$ cat config.mk
export PLATFORM = sky130hd
export DESIGN_NAME = crc_frame_engine_flat
export DESIGN_NICKNAME = d
export VERILOG_FILES = /design/src/rtl/crc_frame_engine_if.sv /design/src/rtl/crc_frame_engine.sv /design/src/flat_wrapper.sv
export SDC_FILE = /design/constraint.sdc
export NUM_CORES = 1
export LEC_CHECK = 0
export CAP_MARGIN = 20
export CORE_UTILIZATION = 31
export CTS_CLUSTER_DIAMETER = 50
export DETAILED_ROUTE_END_ITERATION = 8
export GPL_TIMING_DRIVEN = 0
export PLACE_DENSITY = 0.57
export SLEW_MARGIN = 20
export SYNTH_ARGS = -nofsm -noshare
export SYNTH_HDL_FRONTEND = slang
export SYNTH_SLANG_ARGS = --single-unit
$ cat constraint.sdc
create_clock -name CLK -period 4 [get_ports CLK]
set_input_delay 0.8 -clock CLK [delete_from_list [all_inputs] [get_ports CLK]]
set_output_delay 0.8 -clock CLK [all_outputs]
set_load 0.03 [all_outputs]
$ cat src/rtl/crc_frame_engine_if.sv
// crc_frame_engine_if
// Frame control, serial data-in and serial CRC-out handshakes of crc_frame_engine.
// CRC_PAR_OUT_EN adds the parallel CRC_WORD / CRC_WORD_VLD result pair (and the
// CRC_WD parameter that sizes it); without it those signals do not exist.
interface crc_frame_engine_if #(
  parameter int LEN_WD = 16
`ifdef CRC_PAR_OUT_EN
  , parameter int CRC_WD = 8
`endif
);
  logic              START;
  logic [LEN_WD-1:0] FRAME_BITS;
  logic              DATA;
  logic              DATA_VALID;
  logic              IN_READY;
  logic              CRC_OUT;
  logic              CRC_VALID;
  logic              OUT_READY;
  logic              BUSY;
  logic              DONE;
`ifdef CRC_PAR_OUT_EN
  logic [CRC_WD-1:0] CRC_WORD;
  logic              CRC_WORD_VLD;

  modport master (
    output START, FRAME_BITS, DATA, DATA_VALID, OUT_READY,
    input  IN_READY, CRC_OUT, CRC_VALID, BUSY, DONE, CRC_WORD, CRC_WORD_VLD
  );

  modport slave (
    input  START, FRAME_BITS, DATA, DATA_VALID, OUT_READY,
    output IN_READY, CRC_OUT, CRC_VALID, BUSY, DONE, CRC_WORD, CRC_WORD_VLD
  );
`else
  modport master (
    output START, FRAME_BITS, DATA, DATA_VALID, OUT_READY,
    input  IN_READY, CRC_OUT, CRC_VALID, BUSY, DONE
  );

  modport slave (
    input  START, FRAME_BITS, DATA, DATA_VALID, OUT_READY,
    output IN_READY, CRC_OUT, CRC_VALID, BUSY, DONE
  );
`endif
endinterface

$ cat src/rtl/crc_frame_engine.sv
// crc_frame_engine
// Parametrised serial CRC generator for framed bit streams on the TX path.
// Data bits enter MSB-first under DATA_VALID/IN_READY; the CRC leaves MSB-first
// under CRC_VALID/OUT_READY. Optional feature macro: CRC_PAR_OUT_EN (parallel
// CRC_WORD result plus a one-cycle CRC_WORD_VLD strobe).
module crc_frame_engine #(
  parameter int                CRC_WD  = 8,
  parameter logic [CRC_WD-1:0] POLY    = 'h07,
  parameter logic [CRC_WD-1:0] SEED    = '0,
  parameter logic [CRC_WD-1:0] XOR_OUT = '0,
  parameter int                LEN_WD  = 16
) (
  input logic               CLK,
  input logic               RST,
  crc_frame_engine_if.slave bus_io
);

  localparam int OCNT_WD = $clog2(CRC_WD + 1);

  typedef enum logic [1:0] {
    IDLE      = 2'd0,
    SHIFT_IN  = 2'd1,
    SHIFT_OUT = 2'd2
  } engineState_e;

  engineState_e       state_q;
  logic [CRC_WD-1:0]  lfsr_q;
  logic [CRC_WD-1:0]  lfsr_d;
  logic [LEN_WD-1:0]  cnt_q;
  logic [CRC_WD-1:0]  shiftReg_q;
  logic [OCNT_WD-1:0] outCnt_q;
  logic               inReady_q;
  logic               crcValid_q;
  logic               busy_q;
  logic               done_q;
  logic               feedback;
`ifdef CRC_PAR_OUT_EN
  logic [CRC_WD-1:0]  crcWord_q;
  logic               crcWordVld_q;
`endif

  // LFSR value after absorbing the bit currently offered on DATA
  always_comb begin
    feedback = lfsr_q[CRC_WD-1] ^ bus_io.DATA;
    lfsr_d   = {lfsr_q[CRC_WD-2:0], 1'b0} ^ (feedback ? POLY : '0);
  end

  // Frame sequencer: load on START, absorb data, shift the CRC out, pulse DONE
  always_ff @(posedge CLK or negedge RST) begin
    if (!RST) begin
      state_q      <= IDLE;
      lfsr_q       <= SEED;
      cnt_q        <= '0;
      shiftReg_q   <= '0;
      outCnt_q     <= '0;
      inReady_q    <= 1'b0;
      crcValid_q   <= 1'b0;
      busy_q       <= 1'b0;
      done_q       <= 1'b0;
`ifdef CRC_PAR_OUT_EN
      crcWord_q    <= '0;
      crcWordVld_q <= 1'b0;
`endif
    end else begin
      done_q <= 1'b0;
`ifdef CRC_PAR_OUT_EN
      crcWordVld_q <= 1'b0;
`endif
      case (state_q)
        IDLE: begin
          // The DONE cycle still belongs to the previous frame, so START is not honoured there
          if (bus_io.START && !done_q) begin
            lfsr_q <= SEED;
            cnt_q  <= bus_io.FRAME_BITS;
            busy_q <= 1'b1;
`ifdef CRC_PAR_OUT_EN
            crcWord_q <= '0;
`endif
            if (bus_io.FRAME_BITS == '0) begin
              state_q    <= SHIFT_OUT;
              shiftReg_q <= SEED ^ XOR_OUT;
              outCnt_q   <= OCNT_WD'(CRC_WD);
              crcValid_q <= 1'b1;
`ifdef CRC_PAR_OUT_EN
              crcWord_q    <= SEED ^ XOR_OUT;
              crcWordVld_q <= 1'b1;
`endif
            end else begin
              state_q   <= SHIFT_IN;
              inReady_q <= 1'b1;
            end
          end
        end

        SHIFT_IN: begin
          if (bus_io.DATA_VALID && inReady_q) begin
            lfsr_q <= lfsr_d;
            cnt_q  <= cnt_q - LEN_WD'(1);
            if (cnt_q == LEN_WD'(1)) begin
              state_q    <= SHIFT_OUT;
              inReady_q  <= 1'b0;
              shiftReg_q <= lfsr_d ^ XOR_OUT;
              outCnt_q   <= OCNT_WD'(CRC_WD);
              crcValid_q <= 1'b1;
`ifdef CRC_PAR_OUT_EN
              crcWord_q    <= lfsr_d ^ XOR_OUT;
              crcWordVld_q <= 1'b1;
`endif
            end
          end
        end

        SHIFT_OUT: begin
          if (crcValid_q && bus_io.OUT_READY) begin
            shiftReg_q <= {shiftReg_q[CRC_WD-2:0], 1'b0};
            outCnt_q   <= outCnt_q - OCNT_WD'(1);
            if (outCnt_q == OCNT_WD'(1)) begin
              state_q    <= IDLE;
              crcValid_q <= 1'b0;
              busy_q     <= 1'b0;
              done_q     <= 1'b1;
              lfsr_q     <= SEED;
            end
          end
        end

        default: begin
          state_q    <= IDLE;
          inReady_q  <= 1'b0;
          crcValid_q <= 1'b0;
          busy_q     <= 1'b0;
        end
      endcase
    end
  end

  assign bus_io.IN_READY  = inReady_q;
  assign bus_io.CRC_OUT   = shiftReg_q[CRC_WD-1];
  assign bus_io.CRC_VALID = crcValid_q;
  assign bus_io.BUSY      = busy_q;
  assign bus_io.DONE      = done_q;
`ifdef CRC_PAR_OUT_EN
  assign bus_io.CRC_WORD     = crcWord_q;
  assign bus_io.CRC_WORD_VLD = crcWordVld_q;
`endif

endmodule

$ cat src/flat_wrapper.sv
// flat-port wrapper written by rule: the top's interface ports become plain ports
module crc_frame_engine_flat 
#(
  parameter int                CRC_WD  = 8,
  parameter logic [CRC_WD-1:0] POLY    = 'h07,
  parameter logic [CRC_WD-1:0] SEED    = '0,
  parameter logic [CRC_WD-1:0] XOR_OUT = '0,
  parameter int                LEN_WD  = 16
)
  (CLK, RST, bus_io_START, bus_io_FRAME_BITS, bus_io_DATA, bus_io_DATA_VALID, bus_io_OUT_READY, bus_io_IN_READY, bus_io_CRC_OUT, bus_io_CRC_VALID, bus_io_BUSY, bus_io_DONE);
  crc_frame_engine_if #(.LEN_WD(LEN_WD)) bus_io_i ();
  input logic CLK;
  input logic RST;
  input wire logic [$bits(bus_io_i.START)-1:0] bus_io_START;
  input wire logic [$bits(bus_io_i.FRAME_BITS)-1:0] bus_io_FRAME_BITS;
  input wire logic [$bits(bus_io_i.DATA)-1:0] bus_io_DATA;
  input wire logic [$bits(bus_io_i.DATA_VALID)-1:0] bus_io_DATA_VALID;
  input wire logic [$bits(bus_io_i.OUT_READY)-1:0] bus_io_OUT_READY;
  output wire logic [$bits(bus_io_i.IN_READY)-1:0] bus_io_IN_READY;
  output wire logic [$bits(bus_io_i.CRC_OUT)-1:0] bus_io_CRC_OUT;
  output wire logic [$bits(bus_io_i.CRC_VALID)-1:0] bus_io_CRC_VALID;
  output wire logic [$bits(bus_io_i.BUSY)-1:0] bus_io_BUSY;
  output wire logic [$bits(bus_io_i.DONE)-1:0] bus_io_DONE;
  assign bus_io_i.START = bus_io_START;
  assign bus_io_i.FRAME_BITS = bus_io_FRAME_BITS;
  assign bus_io_i.DATA = bus_io_DATA;
  assign bus_io_i.DATA_VALID = bus_io_DATA_VALID;
  assign bus_io_i.OUT_READY = bus_io_OUT_READY;
  assign bus_io_IN_READY = bus_io_i.IN_READY;
  assign bus_io_CRC_OUT = bus_io_i.CRC_OUT;
  assign bus_io_CRC_VALID = bus_io_i.CRC_VALID;
  assign bus_io_BUSY = bus_io_i.BUSY;
  assign bus_io_DONE = bus_io_i.DONE;
  crc_frame_engine #(.CRC_WD(CRC_WD), .POLY(POLY), .SEED(SEED), .XOR_OUT(XOR_OUT), .LEN_WD(LEN_WD)) u_core (.CLK(CLK), .RST(RST), .bus_io(bus_io_i));
endmodule
# After elaboration in Yosys (flattened, before gate mapping)

Index checks and enable logic that the tools add are counted.

Bits in registers: 42
Input bits: 22

$add $sub $neg: 2
Equal/unequal tests: 11
Muxes and demuxes: 45
Bitwise operators: 4
Reductions and logical operators: 15

Operator list:

| kind                                                                    | number |
|---|---|
| 8-bit two-way mux                                                       | 9 |
| 8-bit one-hot mux with 3 select lines                                   | 2 |
| 16-bit two-way mux                                                      | 2 |
| 16-bit one-hot mux with 2 select lines                                  | 1 |
| 4-bit two-way mux                                                       | 5 |
| 16-bit by 1-bit equality test with 1-bit output (second input constant) | 1 |
| 16-bit logical NOT                                                      | 1 |
| 16-bit by 1-bit subtractor with 16-bit output (second input constant)   | 1 |
| 5-bit AND reduction                                                     | 3 |
| 1-bit two-way mux                                                       | 14 |
| 2-bit two-way mux                                                       | 6 |
| 2-bit by 1-bit != test with 1-bit output (second input constant)        | 6 |
| 4-bit one-hot mux with 3 select lines                                   | 1 |
| 6-bit AND reduction                                                     | 2 |
| 1-bit one-hot mux with 3 select lines                                   | 3 |
| 8-bit bitwise XOR                                                       | 1 |
| 2-bit one-hot mux with 3 select lines                                   | 1 |
| 4-bit by 1-bit equality test with 1-bit output (second input constant)  | 1 |
| 4-bit AND reduction                                                     | 1 |
| 4-bit by 1-bit subtractor with 4-bit output (second input constant)     | 1 |
| 1-bit logical AND                                                       | 3 |
| 3-bit two-way mux                                                       | 1 |
| 3-bit AND reduction                                                     | 1 |
| 3-bit nonzero test                                                      | 1 |
| 8 further kinds                                                         | 9 |

# Longest topological paths before layout

Depth in word-level cells: 6
Gate-level depth with buffers: 9
Mapped depth without buffers: 7

# Worst setup path before layout

No wires, ideal clock.

Kind: flip-flop to flip-flop
Start point: register u_core.cnt_q[8]
End point: register u_core.shiftReg_q[1]
Library setup time: 125 ps
Arrival: 2187 ps
Data required time: 3875 ps
Setup slack: 1688 ps
Stages on the path, launching flop included: 7
Path buffers: 1
Clock period less this slack: 2312 ps
Cell sequence: dfrtp_1 -> or3_4 -> or2_4 -> o41ai_4 -> and3_4 -> buf_12 -> mux2_4

Longest elaborated chain between the ends: 3

RTL lines:

| what                                                      | RTL line                | text |
|---|---|---|
| from (decl)                                               | crc_frame_engine.sv:29  | `logic [LEN_WD-1:0] cnt_q;` |
| from (signal assigned)                                    | crc_frame_engine.sv:74  | `cnt_q <= bus_io.FRAME_BITS;` |
| from (signal assigned)                                    | crc_frame_engine.sv:98  | `cnt_q <= cnt_q - LEN_WD'(1);` |
| 16-bit by 1-bit equality test with 1-bit output           | crc_frame_engine.sv:99  | `if (cnt_q == LEN_WD'(1)) begin` |
| 2-bit by 1-bit != test with 1-bit output (no source line) | --                      |  |
| 6-bit AND reduction (no source line)                      | --                      |  |
| to (signal assigned)                                      | crc_frame_engine.sv:81  | `shiftReg_q <= SEED ^ XOR_OUT;` |
| to (signal assigned)                                      | crc_frame_engine.sv:102 | `shiftReg_q <= lfsr_d ^ XOR_OUT;` |
| to (signal assigned)                                      | crc_frame_engine.sv:115 | `shiftReg_q <= {shiftReg_q[CRC_WD-2:0], 1'b0};` |
| to (decl)                                                 | crc_frame_engine.sv:30  | `logic [CRC_WD-1:0] shiftReg_q;` |

Every way passes these cells.
A chain may end at the register's enable or synchronous reset.

# Final worst setup path

Start point: input port bus_io_FRAME_BITS[5]
End point: register u_core.shiftReg_q[4]

Longest elaborated chain between the ends: 3

RTL lines:

| what                                                      | RTL line               | text |
|---|---|---|
| from (decl)                                               | flat_wrapper.sv:15     | `input wire logic [$bits(bus_io_i.FRAME_BITS)-1:0] bus_io_FRAME_BITS;` |
| 16-bit logical NOT                                        | crc_frame_engine.sv:79 | `if (bus_io.FRAME_BITS == '0) begin` |
| 2-bit by 1-bit != test with 1-bit output (no source line) | --                     |  |
| 6-bit AND reduction (no source line)                      | --                     |  |

Every way passes these cells.

==> impl_summary.log <==
INFO  metric cp_data_arrival_time = 2820 ps
INFO  metric async_reset_ff_frac = 1.00
INFO  metric total_gr_overflow = 0
INFO  metric drive_above_1_share = 0.111
INFO  metric hold_violations = 0
INFO  metric via_per_inst = roughly 5.1
INFO  metric netlist.area_leader.share = 0.436
INFO  metric yosysWarnings = 0
INFO  metric timing.rr.start = u_core.cnt_q[8]$_DFFE_PN0P_
INFO  metric synth_fp_nets = 284
INFO  metric placed_cell_count = 380
INFO  metric fin_crit = between 2000 and 3000 ps
INFO  metric path_cells = clkdlybuf4s50_1 -> nor4_1 -> and4_1 -> nand2b_1 -> and3_4 -> buf_12 -> mux2_4
INFO  metric syn_avg_cell_area = around 9.5 um^2
INFO  metric fmaxAchievable = 379 MHz
INFO  metric dp_hpwl = 4.07 mm
INFO  metric status = finished, final reports clean
INFO  metric globalRouteTotalUtil = 0.150
INFO  metric setup_total_negative_slack = 0 ps
INFO  metric layout_worst_path_cycle_share = 0.659
INFO  metric p_per_area = 740 nW/um^2
INFO  metric layout_commonest_cell = sky130_fd_sc_hd__dfrtp_1
INFO  metric cts.hold.buffers_added = 0
INFO  metric unrepaired_setup_endpoints_after_global_routing = no
INFO  metric finalNetCount = 318
INFO  metric p_int = 1.23 mW
INFO  metric routed-via-count = between 1500 and 2000
INFO  metric critPathBufInv = 2
INFO  metric num_io_pins = 27
INFO  metric power.net_switching = 929 uW
INFO  metric critPathMaxStageDelay = around 440 ps
INFO  metric hold-worst-slack = ~390 ps
INFO  metric drc = 0
INFO  metric initial_core_utilization = 0.327
INFO  metric sw_frac_of_total = 0.430
INFO  metric p_leak = 1.17 nW
INFO  metric antenna_left = 0
INFO  metric routed_wirelength = 5.63 mm
INFO  metric crit_fanout = 10
INFO  metric detailed_place.area = 2810 um^2
INFO  metric syn-cell-area = about 2400 um^2
INFO  metric grt_max_degree = 31
INFO  metric postCtsSetupRepairBufs = 0
INFO  metric power.clock.fraction = 0.157
INFO  metric yosysUniqueCellTypes = 43
INFO  metric non_filler_instance_count_after_layout = 388
INFO  metric first_global_vias = between 2000 and 2500
INFO  metric detail_route.iter0.violations = 72
INFO  metric core_area = 7370 um^2
INFO  metric cts_inserted_buffers = 5
INFO  metric clockBufferDepth = 2
INFO  metric global_route_wire_length_before_repair = about 9.8 mm
INFO  metric floorplan.die_area = 8140 um^2
INFO  metric cp-end-kind = register
INFO  metric finalWeightedCongestion = 0.791
INFO  metric avgRoutedWirePerCell = 14.5 um
INFO  metric finalClockSkew = 8.57 ps
INFO  metric cts_root_buf = sky130_fd_sc_hd__clkbuf_8
INFO  metric reg2reg_depth = 6
INFO  metric post_cts_resize_count = 0
INFO  metric tightestPinTransition = 645 ps
INFO  metric layout.core_utilization = 0.396
INFO  metric cp_data_required_time = 4180 ps
INFO  metric antennaDiodeCount = 0
INFO  metric antenna_violations_before_repair = 0
INFO  metric post_synth_top_flop = sky130_fd_sc_hd__dfrtp_1
INFO  metric power.sequential.fraction = 0.332
INFO  metric syn_to_final_growth = 21.1%
INFO  metric timing.max_cap.violations = 0
INFO  metric layout_common_cells = sky130_fd_sc_hd__dfrtp_1 (42), sky130_fd_sc_hd__nand2_1 (36), sky130_fd_sc_hd__clkdlybuf4s50_1 (25)
INFO  metric slew_viol_final = 0
INFO  metric worst_setup_hold_path_clk_slew = 90 ps
INFO  metric clkSinkCount = 42
INFO  metric fp.dieW = roughly 90 um
INFO  metric crit_slowest_cell = sky130_fd_sc_hd__clkdlybuf4s50_1
INFO  metric clock_latency = about 300 ps
INFO  metric synth_edf_count = 0
INFO  metric synth.ff_latch_count = 42
INFO  metric synth-seq-area-share = 0.436
INFO  metric die_h = 90.2 um
INFO  metric holdCritPathClass = input pin to asynchronous set/reset pin
INFO  metric fp-row-count = 31
INFO  metric placement.io_buffers = 26
INFO  metric post_synth_inst_count = 254
INFO  metric detailedRoute.firstPassIterationCount = 4
INFO  metric timing.critical_path.max_delay_family = simple AND/OR/NAND/NOR gates
INFO  metric tritoncts = built
INFO  metric post_synth_main_area_contributors = sky130_fd_sc_hd__dfrtp_1 (44%), sky130_fd_sc_hd__nand2_1 (5.6%), sky130_fd_sc_hd__ha_1 (4.1%)
INFO  metric final_cell_area = 2920 um^2
INFO  metric cp-start-kind = input pin
INFO  metric slew_headroom = 0.566
INFO  metric vdd_ir_drop_max = 0.328 mV
INFO  metric synth_largest_area_cell = sky130_fd_sc_hd__dfrtp_1
INFO  metric timing.final.setup_violations = 0
INFO  metric startpoint = bus_io_FRAME_BITS[5]
INFO  metric pwr-share-comb = 0.510
INFO  metric cts_h_tree_lvls = 2
INFO  metric worst-setup-path-type = input pin to register
INFO  metric rrSetupSlack = around 1500 ps
INFO  metric worst_r2r_endpoint = u_core.shiftReg_q[4]$_DFFE_PN0P_
## routing by layer
| metal | up-vias | wire [um] | track usage |
|---|---|---|---|
| li1 | 986 | - | - |
| met5 | - | 0 | 0 |
| met2 | 44 | 2470 | 0.239 |
| met3 | 8 | 248 | 0.0271 |
| met4 | 0 | 71 | 0.0484 |
| met1 | 939 | 2830 | 0.206 |
## metrics by stage
step	setup slack [ps]	total power, mW
floorplan	1690	1.53
finish	1360	2.16
global route	1180	2.35
global placement	893	1.82
detailed placement	992	1.84
CTS	1310	2.18
## synth_stat cells, drive strengths merged, types with 6 or more instances
| cell type | count |
|---|---|
| dfrtp | 42 |
| nand2 | 36 |
| o21ai | 18 |
| a21oi | 17 |
| o22ai | 14 |
| clkbuf | 12 |
| mux2 | 11 |
| a21boi | 9 |
| nand3 | 9 |
| nor2 | 9 |
| ha | 8 |
| inv | 8 |
| mux2i | 8 |
| nor4 | 7 |
| nor3 | 6 |
## flip-flops by register name, indices dropped and copies added (netlist names)
name                     count
u_core.bus_io.DONE           1
u_core.lfsr_q                8
u_core.bus_io.BUSY           1
u_core.bus_io.CRC_VALID      1
u_core.state_q               2
u_core.outCnt_q              4
u_core.cnt_q                16
u_core.shiftReg_q            8
u_core.bus_io.IN_READY       1
## cells by family after synthesis
group           synth area share
compound gates             0.182
xor+xnor                  0.0109
fa+ha+maj                 0.0415
buf+inv                   0.0394
flops                      0.436
mux                       0.0939
simple gates               0.197
## worst max-delay path by stage
stage                                        to  slack [ps]  cells after the start
3_3_place_gp     u_core.outCnt_q[1]$_DFFE_PN0P_         890                      1
2_1_floorplan  u_core.shiftReg_q[1]$_DFFE_PN0P_        1690                      6
6_report       u_core.shiftReg_q[4]$_DFFE_PN0P_        1360                      7
5_1_grt        u_core.shiftReg_q[2]$_DFFE_PN0P_        1180                      7
4_1_cts        u_core.shiftReg_q[4]$_DFFE_PN0P_        1310                      7
3_5_place_dp   u_core.shiftReg_q[2]$_DFFE_PN0P_         990                      7
## area by class of cell
class / instances / area (um^2)
Fill cell: 741 / 4450
Multi-Input combinational cell: 191 / 1270
Sequential cell: 42 / 1050
Timing Repair Buffer: 27 / 275
Tap cell: 99 / 124
Clock buffer: 5 / 68.8
Buffer: 13 / 65.1
Clock inverter: 3 / 40.0
Inverter: 8 / 30.0
## power groups by stage
stage / clock (mW) / combinational [mW] / sequential, mW
after floorplan: 0 / 0.811 / 0.722
after global placement: 0 / 1.10 / 0.721
after detailed placement: 0 / 1.11 / 0.726
after CTS: 0.352 / 1.11 / 0.717
after global routing: 0.365 / 1.24 / 0.745
final: 0.340 / 1.10 / 0.718
No activity file was read; power rests on OpenSTA's default activity.
